File: src/rtl/bus_trace_buffer_pkg.sv
// Shared definitions for the bus trace buffer: FSM state encodings and entry field offsets.
package bus_trace_buffer_pkg;

   typedef enum logic [1:0] {
      TRC_IDLE  = 2'd0,
      TRC_ARMED = 2'd1,
      TRC_POST  = 2'd2,
      TRC_READ  = 2'd3
   } trc_state_e;

   // Entry layout is {sync, rw, ab, db}, db in the least significant bits.
   function automatic int unsigned trc_entry_width(int unsigned aw, int unsigned dw);
      return aw + dw + 2;
   endfunction

   function automatic int unsigned trc_sync_bit(int unsigned aw, int unsigned dw);
      return aw + dw + 1;
   endfunction

   function automatic int unsigned trc_rw_bit(int unsigned aw, int unsigned dw);
      return aw + dw;
   endfunction

   function automatic int unsigned trc_ab_lsb(int unsigned dw);
      return dw;
   endfunction

endpackage

File: src/rtl/bus_trace_buffer_if.sv
// Sampled CPU bus plus the valid/ready readout port of the trace buffer.
interface bus_trace_buffer_if #(
   parameter int unsigned AW = 16,
   parameter int unsigned DW = 8
);
   localparam int unsigned EW = AW + DW + 2;

   logic          sample_en;
   logic [AW-1:0] bus_ab;
   logic [DW-1:0] bus_db;
   logic          bus_rw;
   logic          bus_sync;
   logic [EW-1:0] rd_data;
   logic          rd_valid;
   logic          rd_ready;

   modport master (
      output sample_en, bus_ab, bus_db, bus_rw, bus_sync, rd_ready,
      input  rd_data, rd_valid
   );

   modport slave (
      input  sample_en, bus_ab, bus_db, bus_rw, bus_sync, rd_ready,
      output rd_data, rd_valid
   );
endinterface

File: src/rtl/bus_trace_buffer_trace_ram.sv
// DEPTH x EW flop array: one synchronous write port, one asynchronous read port, no reset.
module bus_trace_buffer_trace_ram #(
   parameter int unsigned DEPTH = 64,
   parameter int unsigned EW    = 26,
   localparam int unsigned PW   = $clog2(DEPTH)
) (
   input  logic          clock,
   input  logic          we,
   input  logic [PW-1:0] waddr,
   input  logic [EW-1:0] wdata,
   input  logic [PW-1:0] raddr,
   output logic [EW-1:0] rdata
);

   logic [EW-1:0] mem_q [DEPTH];

   // Capture write; contents survive reset and abort by design.
   always_ff @(posedge clock) begin
      if (we) begin
         mem_q[waddr] <= wdata;
      end
   end

   assign rdata = mem_q[raddr];

endmodule

File: src/rtl/bus_trace_buffer.sv
// Triggerable circular capture of bus cycles with pre/post-trigger windowing and oldest-first readout.
module bus_trace_buffer
   import bus_trace_buffer_pkg::*;
#(
   parameter int unsigned AW    = 16,
   parameter int unsigned DW    = 8,
   parameter int unsigned DEPTH = 64,
   localparam int unsigned PW   = $clog2(DEPTH)
) (
   input  logic                 clock,
   input  logic                 reset,
   bus_trace_buffer_if.slave    bus,
   input  logic                 arm,
   input  logic                 abort,
   input  logic [AW-1:0]        trig_addr,
   input  logic [AW-1:0]        trig_mask,
   input  logic                 trig_on_sync,
   input  logic [PW-1:0]        post_count,
   output logic                 busy,
   output logic                 triggered,
   output logic [PW:0]          fill_count,
   output logic [PW-1:0]        trig_pos,
   output logic                 done
);

   localparam int unsigned FW       = PW + 1;
   localparam int unsigned EW       = trc_entry_width(AW, DW);
   localparam int unsigned SYNC_BIT = trc_sync_bit(AW, DW);
   localparam int unsigned RW_BIT   = trc_rw_bit(AW, DW);
   localparam int unsigned AB_LSB   = trc_ab_lsb(DW);

   trc_state_e    state_q, state_d;
   logic [PW-1:0] wp_q, wp_d;
   logic [PW-1:0] rp_q, rp_d;
   logic [FW-1:0] fill_q, fill_d;
   logic [FW-1:0] remain_q, remain_d;
   logic [PW-1:0] post_left_q, post_left_d;
   logic [PW-1:0] post_lat_q, post_lat_d;
   logic [PW-1:0] trig_pos_q, trig_pos_d;
   logic          done_q, done_d;

   logic          hit;
   logic          wr_en;
   logic          enter_read;
   logic [FW-1:0] fill_inc;
   logic [EW-1:0] wr_entry;
   logic [EW-1:0] ram_rdata;

   // Address/sync trigger compare on the live bus.
   assign hit = bus.sample_en
              & (((bus.bus_ab ^ trig_addr) & trig_mask) == '0)
              & (~trig_on_sync | bus.bus_sync);

   assign fill_inc = (fill_q == FW'(DEPTH)) ? fill_q : fill_q + FW'(1);

   // Pack the sampled bus cycle into a trace entry.
   always_comb begin
      wr_entry                   = '0;
      wr_entry[SYNC_BIT]         = bus.bus_sync;
      wr_entry[RW_BIT]           = bus.bus_rw;
      wr_entry[AB_LSB +: AW]     = bus.bus_ab;
      wr_entry[DW-1:0]           = bus.bus_db;
   end

   // Next-state, pointer and counter logic.
   always_comb begin
      state_d     = state_q;
      wp_d        = wp_q;
      rp_d        = rp_q;
      fill_d      = fill_q;
      remain_d    = remain_q;
      post_left_d = post_left_q;
      post_lat_d  = post_lat_q;
      trig_pos_d  = trig_pos_q;
      done_d      = 1'b0;
      wr_en       = 1'b0;
      enter_read  = 1'b0;

      unique case (state_q)
         TRC_IDLE: begin
            if (arm) begin
               state_d     = TRC_ARMED;
               wp_d        = '0;
               rp_d        = '0;
               fill_d      = '0;
               post_left_d = post_count;
               post_lat_d  = post_count;
            end
         end
         TRC_ARMED: begin
            if (bus.sample_en) begin
               wr_en  = 1'b1;
               wp_d   = wp_q + PW'(1);
               fill_d = fill_inc;
               if (hit) begin
                  if (post_left_q == '0) begin
                     enter_read = 1'b1;
                  end else begin
                     state_d = TRC_POST;
                  end
               end
            end
         end
         TRC_POST: begin
            if (bus.sample_en) begin
               wr_en       = 1'b1;
               wp_d        = wp_q + PW'(1);
               fill_d      = fill_inc;
               post_left_d = post_left_q - PW'(1);
               if (post_left_q == PW'(1)) begin
                  enter_read = 1'b1;
               end
            end
         end
         TRC_READ: begin
            if (bus.rd_ready) begin
               rp_d     = rp_q + PW'(1);
               remain_d = remain_q - FW'(1);
               if (remain_q == FW'(1)) begin
                  state_d = TRC_IDLE;
                  done_d  = 1'b1;
               end
            end
         end
         default: state_d = TRC_IDLE;
      endcase

      // Oldest held entry starts the readout; a full buffer wraps rp onto wp.
      if (enter_read) begin
         state_d    = TRC_READ;
         rp_d       = wp_d - PW'(fill_d);
         remain_d   = fill_d;
         trig_pos_d = PW'(fill_d - FW'(1) - FW'(post_lat_q));
      end

      // Abort wins over everything, including a simultaneous arm or write.
      if (abort) begin
         state_d     = TRC_IDLE;
         wp_d        = wp_q;
         rp_d        = rp_q;
         fill_d      = fill_q;
         remain_d    = remain_q;
         post_left_d = post_left_q;
         post_lat_d  = post_lat_q;
         trig_pos_d  = trig_pos_q;
         done_d      = 1'b0;
         wr_en       = 1'b0;
      end
   end

   // State and counter registers.
   always_ff @(posedge clock) begin
      if (reset) begin
         state_q     <= TRC_IDLE;
         wp_q        <= '0;
         rp_q        <= '0;
         fill_q      <= '0;
         remain_q    <= '0;
         post_left_q <= '0;
         post_lat_q  <= '0;
         trig_pos_q  <= '0;
         done_q      <= 1'b0;
      end else begin
         state_q     <= state_d;
         wp_q        <= wp_d;
         rp_q        <= rp_d;
         fill_q      <= fill_d;
         remain_q    <= remain_d;
         post_left_q <= post_left_d;
         post_lat_q  <= post_lat_d;
         trig_pos_q  <= trig_pos_d;
         done_q      <= done_d;
      end
   end

   bus_trace_buffer_trace_ram #(
      .DEPTH (DEPTH),
      .EW    (EW)
   ) u_trace_ram (
      .clock (clock),
      .we    (wr_en),
      .waddr (wp_q),
      .wdata (wr_entry),
      .raddr (rp_q),
      .rdata (ram_rdata)
   );

   assign bus.rd_valid = (state_q == TRC_READ);
   assign bus.rd_data  = (state_q == TRC_READ) ? ram_rdata : '0;
   assign busy         = (state_q != TRC_IDLE);
   assign triggered    = (state_q == TRC_POST) || (state_q == TRC_READ);
   assign fill_count   = fill_q;
   assign trig_pos     = trig_pos_q;
   assign done         = done_q;

endmodule

File: src/flat_wrapper.sv
// flat-port wrapper written by rule: the top's interface ports become plain ports
module bus_trace_buffer_flat import bus_trace_buffer_pkg::*;
#(
   parameter int unsigned AW    = 16,
   parameter int unsigned DW    = 8,
   parameter int unsigned DEPTH = 64,
   localparam int unsigned PW   = $clog2(DEPTH)
)
  (clock, reset, arm, abort, trig_addr, trig_mask, trig_on_sync, post_count, busy, triggered, fill_count, trig_pos, done, bus_sample_en, bus_bus_ab, bus_bus_db, bus_bus_rw, bus_bus_sync, bus_rd_ready, bus_rd_data, bus_rd_valid);
  bus_trace_buffer_if #(.AW(AW), .DW(DW)) bus_i ();
  input  logic clock;
  input  logic reset;
  input  logic arm;
  input  logic abort;
  input  logic [AW-1:0] trig_addr;
  input  logic [AW-1:0] trig_mask;
  input  logic trig_on_sync;
  input  logic [PW-1:0] post_count;
  output logic busy;
  output logic triggered;
  output logic [PW:0] fill_count;
  output logic [PW-1:0] trig_pos;
  output logic done;
  input wire logic [$bits(bus_i.sample_en)-1:0] bus_sample_en;
  input wire logic [$bits(bus_i.bus_ab)-1:0] bus_bus_ab;
  input wire logic [$bits(bus_i.bus_db)-1:0] bus_bus_db;
  input wire logic [$bits(bus_i.bus_rw)-1:0] bus_bus_rw;
  input wire logic [$bits(bus_i.bus_sync)-1:0] bus_bus_sync;
  input wire logic [$bits(bus_i.rd_ready)-1:0] bus_rd_ready;
  output wire logic [$bits(bus_i.rd_data)-1:0] bus_rd_data;
  output wire logic [$bits(bus_i.rd_valid)-1:0] bus_rd_valid;
  assign bus_i.sample_en = bus_sample_en;
  assign bus_i.bus_ab = bus_bus_ab;
  assign bus_i.bus_db = bus_bus_db;
  assign bus_i.bus_rw = bus_bus_rw;
  assign bus_i.bus_sync = bus_bus_sync;
  assign bus_i.rd_ready = bus_rd_ready;
  assign bus_rd_data = bus_i.rd_data;
  assign bus_rd_valid = bus_i.rd_valid;
  bus_trace_buffer #(.AW(AW), .DW(DW), .DEPTH(DEPTH)) u_core (.clock(clock), .reset(reset), .bus(bus_i), .arm(arm), .abort(abort), .trig_addr(trig_addr), .trig_mask(trig_mask), .trig_on_sync(trig_on_sync), .post_count(post_count), .busy(busy), .triggered(triggered), .fill_count(fill_count), .trig_pos(trig_pos), .done(done));
endmodule
File: config.mk
export PLATFORM = sky130hd
export DESIGN_NAME = bus_trace_buffer_flat
export DESIGN_NICKNAME = d
export VERILOG_FILES = /design/src/rtl/bus_trace_buffer_pkg.sv /design/src/rtl/bus_trace_buffer_if.sv /design/src/rtl/bus_trace_buffer_trace_ram.sv /design/src/rtl/bus_trace_buffer.sv /design/src/flat_wrapper.sv
export SDC_FILE = /design/constraint.sdc
export NUM_CORES = 2
export LEC_CHECK = 0
export ABC_AREA = 1
export CAP_MARGIN = 20
export CORE_MARGIN = 2
export CORE_UTILIZATION = 33
export CTS_CLUSTER_SIZE = 28
export DETAILED_ROUTE_END_ITERATION = 8
export PLACE_DENSITY_LB_ADDON = 0.15
export SYNTH_ARGS = -nofsm -noshare
export SYNTH_HDL_FRONTEND = slang
export SYNTH_SLANG_ARGS = --single-unit
File: constraint.sdc
create_clock -name clock -period 3.4 [get_ports clock]
set_input_delay 0.51 -clock clock [delete_from_list [all_inputs] [get_ports clock]]
set_output_delay 0.51 -clock clock [all_outputs]
set_load 0.01 [all_outputs]
==> summary.md <==
| Metric | Value |
|---|---|
| Run status | finished with violations |
| Failing checks | negative setup slack |
| Kind of critical path | flop to primary output |
| Most common cell after layout, fill and taps aside | edfxtp_1 |
| Most frequent cells in the layout | edfxtp_1 (1664), nor2_1 (951), o21ai_0 (831), o221ai_1 (301), buf_4 (292) |
| Worst-path clk slew | around 0.060 ns |
| Max frequency | 0.2628 GHz |
| Setup ws final | -0.4057 ns |
| Drt first pass iters | 5 |
| Worst slew margin | between 30% and 40% |
| Layout cells sized above 1 | between 20% and 30% |
| Port Buffer Count | 113 |
| First-pass GRT wire length | around 340 mm |
| Via Count | 47489 |
| # nets final | slightly below 6000 |
| Ports | approximately 110 |
| Hold Path Stages | 1 |
| Yosys warning count | 0 |
| Die area | 211800 um2 |
| Syn avg cell area | approximately 13 um2 |
| Crit-path slowest cell | dfxtp_4 |
| Avg WL per Cell | approximately 28 um |
| CTS buffer count | between 150 and 200 |
| Dpl ws | -0.8924 ns |
| Die X | roughly 460 um |
| GRT Resource Usage Total | 22.66% |
| Worst Setup Start Kind | flop |
| Final WL | about 250 mm |
| Clk Latency, worst-skew pair | between 0.8 and 0.9 ns |
| Initial Util | between 30% and 40% |
| CP cell instances | buf_12 -> buf_6 -> buf_6 -> buf_12 -> o21ai_0 -> o221ai_1 -> nand3_2 -> o211ai_1 -> nand3_1 -> buf_6 -> a21oi_4 -> buf_6 |
| RePlAce Congestion | 0.7894 |
| Antenna-violating nets left | 0 |
| # setup viols final | 26 |
| Mapped Area | between 60000 and 70000 um2 |
| Flip-flop and latch count after synthesis | 1717 |
| Met3 wire length | 15.61 mm |
| Crit path max fanout | 8 |
| Measured slew at the worst slew-check pin | 1.015 ns |
| Total negative slack | -7.479 ns |
| DR vias/cell | 5.448 |
| Critical Path AT | approximately 3.3 ns |
| Synth unique cells | 47 |
| CTS Hold Bufs | 0 |
| Drt first-iter violations | around 5000 |
| Final Util | between 40% and 50% |
| Final Hold Viols | 0 |
| Htree depth | 4 |
| Leakage | 0.02883 uW |
| CTS max path bufs | 3 |
| Worst min path class | input pin to flop |
| Max incr delay on CP | slightly above 0.5 ns |
| CTS tree | built |
| Layout area overhead | 27.56% |
| Max_cap viols | 0 |
| Initial antenna violation count | 15 |
| Hpwl dp | between 100 and 150 mm |
| Die Y | around 460 um |
| Number of cell rows | about 170 |
| Post-synth EDFFs | about 1700 |
| Clock sink total | 1717 |
| Async S/R FF share, synth | 0% |
| Final period utilization | 111.9% |
| Worst R2R Path Depth | 17 |
| Core area | around 210000 um2 |
| Crit path capture type | primary output |
| WL met2 | 117.5 mm |
| Syn Inst Count | between 5000 and 6000 |
| VDD IR max | roughly 0.6 mV |
| DR top layer | met5 |
| Residual DRC count | 0 |
| Count of pins over their slew limit | 0 |
| Top_reg_cell synth | edfxtp_1 |
| Post-synthesis sequential area ratio | roughly three quarters |
| Largest net degree at the start of global routing | 65 |
| CP required | around 2.9 ns |
| Vias in the first global route | 45940 |
| CTS root buf | clkbuf_16 |
| Worst Skew | approximately 0.036 ns |
| Syn nets | approximately 5300 |
| CP most frequent cell | buf_6 |
| Post-layout min period | about 3.8 ns |
| RSZ-0062 raised after global routing | true |
| Met1 wire length | around 110 mm |
| Pwr dens | around 570 nW/um2 |
| Total gr overflow | 0 |
==> power breakdown <==
part           switching (uW)  leakage (uW)  internal [uW]  total [uW]
combinational            4320        0.0107           2810        7130
clock                    8600       0.00278          10800       19400
sequential               58.4        0.0154          23200       23300
==> timing repair <==
action | CTS | global route
resized for setup | 467 | 190
pin swaps | 190 | 163
buffers inserted | 101 | 51
cloned | 45 | 11
endpoints found under the hold margin | 0 | 0
endpoints found under the setup margin | 27 | 27
==> per-layer routing <==
layer | global-route usage [%] | up-vias
met2 | 37.18 | 1672
met5 | 0 | -
li1 | - | 20994
met1 | 31.39 | 24520
met3 | 3.327 | 297
met4 | 5.977 | 6
==> kinds of logic (layout without fill, tap and decap cells) <==
kind of cell    count (synthesis)  in the layout  synth area share [%]
compound gates               1484           1484                 13.04
xor+xnor                       14             14                0.1785
fa+ha+maj                      21             21                0.3826
buf+inv                       488           1170                 3.037
flops                        1717           1717                 74.30
other cells                     0             10                     0
simple gates                 1513           1513                 9.063
==> sequential cells by signal, indices dropped and copies added (netlist names), named ones only <==
name	count
u_core.wp_q	6
u_core.post_left_q	6
u_core.state_q	2
u_core.remain_q	7
u_core.rp_q	6
u_core.u_trace_ram.mem_q	1664
u_core.fill_count	7
u_core.done	1
u_core.trig_pos	6
u_core.post_lat_q	6
==> critical path, delay by kind of cell (launching register included) <==
kind                   cells  cell delay, ns
DFF                        1            0.51
AOI/OAI and AO/OA          4            0.77
buffers and inverters      6            0.83
and+or+nand+nor            2            0.32
==> stage by stage <==
step / hold WS [ns] / instance area, um2 / std cells / power (uW)
3_5_place_dp: 0.4785 / 77040 / 8187 / 29270
4_1_cts: 0.09188 / 86470 / 8656 / 49900
6_report: 0.1144 / 87610 / 8717 / 49870
5_1_grt: 0.1024 / 87600 / 8712 / 51490
2_1_floorplan: 0.4354 / 68680 / 5237 / 26580
3_3_place_gp: 0.4612 / 77040 / 8187 / 29250
==> path summary, 6_finish.rpt <==
kind / to / startpoint / slack, ns
worst max-delay path: bus_rd_data[12] / flop / -0.41
worst min-delay path: u_core.u_trace_ram.mem_q[57][1] / bus_bus_db[1] / 0.11
worst max register to register: flop / u_core.state_q[0] / 0.24
worst min register to register: u_core.post_left_q[2] / u_core.post_left_q[2] / 0.49
==> final cells by class <==
class                      instances  area (um2)
multi-input combinational       3032       17310
sequential                      1717       51050
tap                             2788        3488
timing repair inverter             2       25.02
timing repair buffer             722        9509
fill                           18859      119500
clock inverter                    95       877.1
clock buffer                     240        4867
inverter                         111       464.2
antenna                           10       25.02
==> Yosys cell counts, drive strengths merged (3+ instances only) <==
cell	number	area (um2)
buf	119	699.4
o22ai	94	588.1
xor2	9	78.83
ha	21	262.8
clkinv	4	16.26
o221ai	324	2838
xnor2	5	43.79
o21ai	926	4638
nand3	324	1637
a211oi	4	30.03
a31oi	11	68.82
edfxtp	1664	49970
o211ai	16	120.1
a21oi	77	404.2
inv	107	401.6
dfxtp	53	1061
nor3	13	70.07
o21bai	3	22.52
o311ai	25	219.0
nand2	133	514.2
nor2	1029	3914
clkbuf	258	968.4
or2	9	56.31
Power figures use the tool's default switching activity.
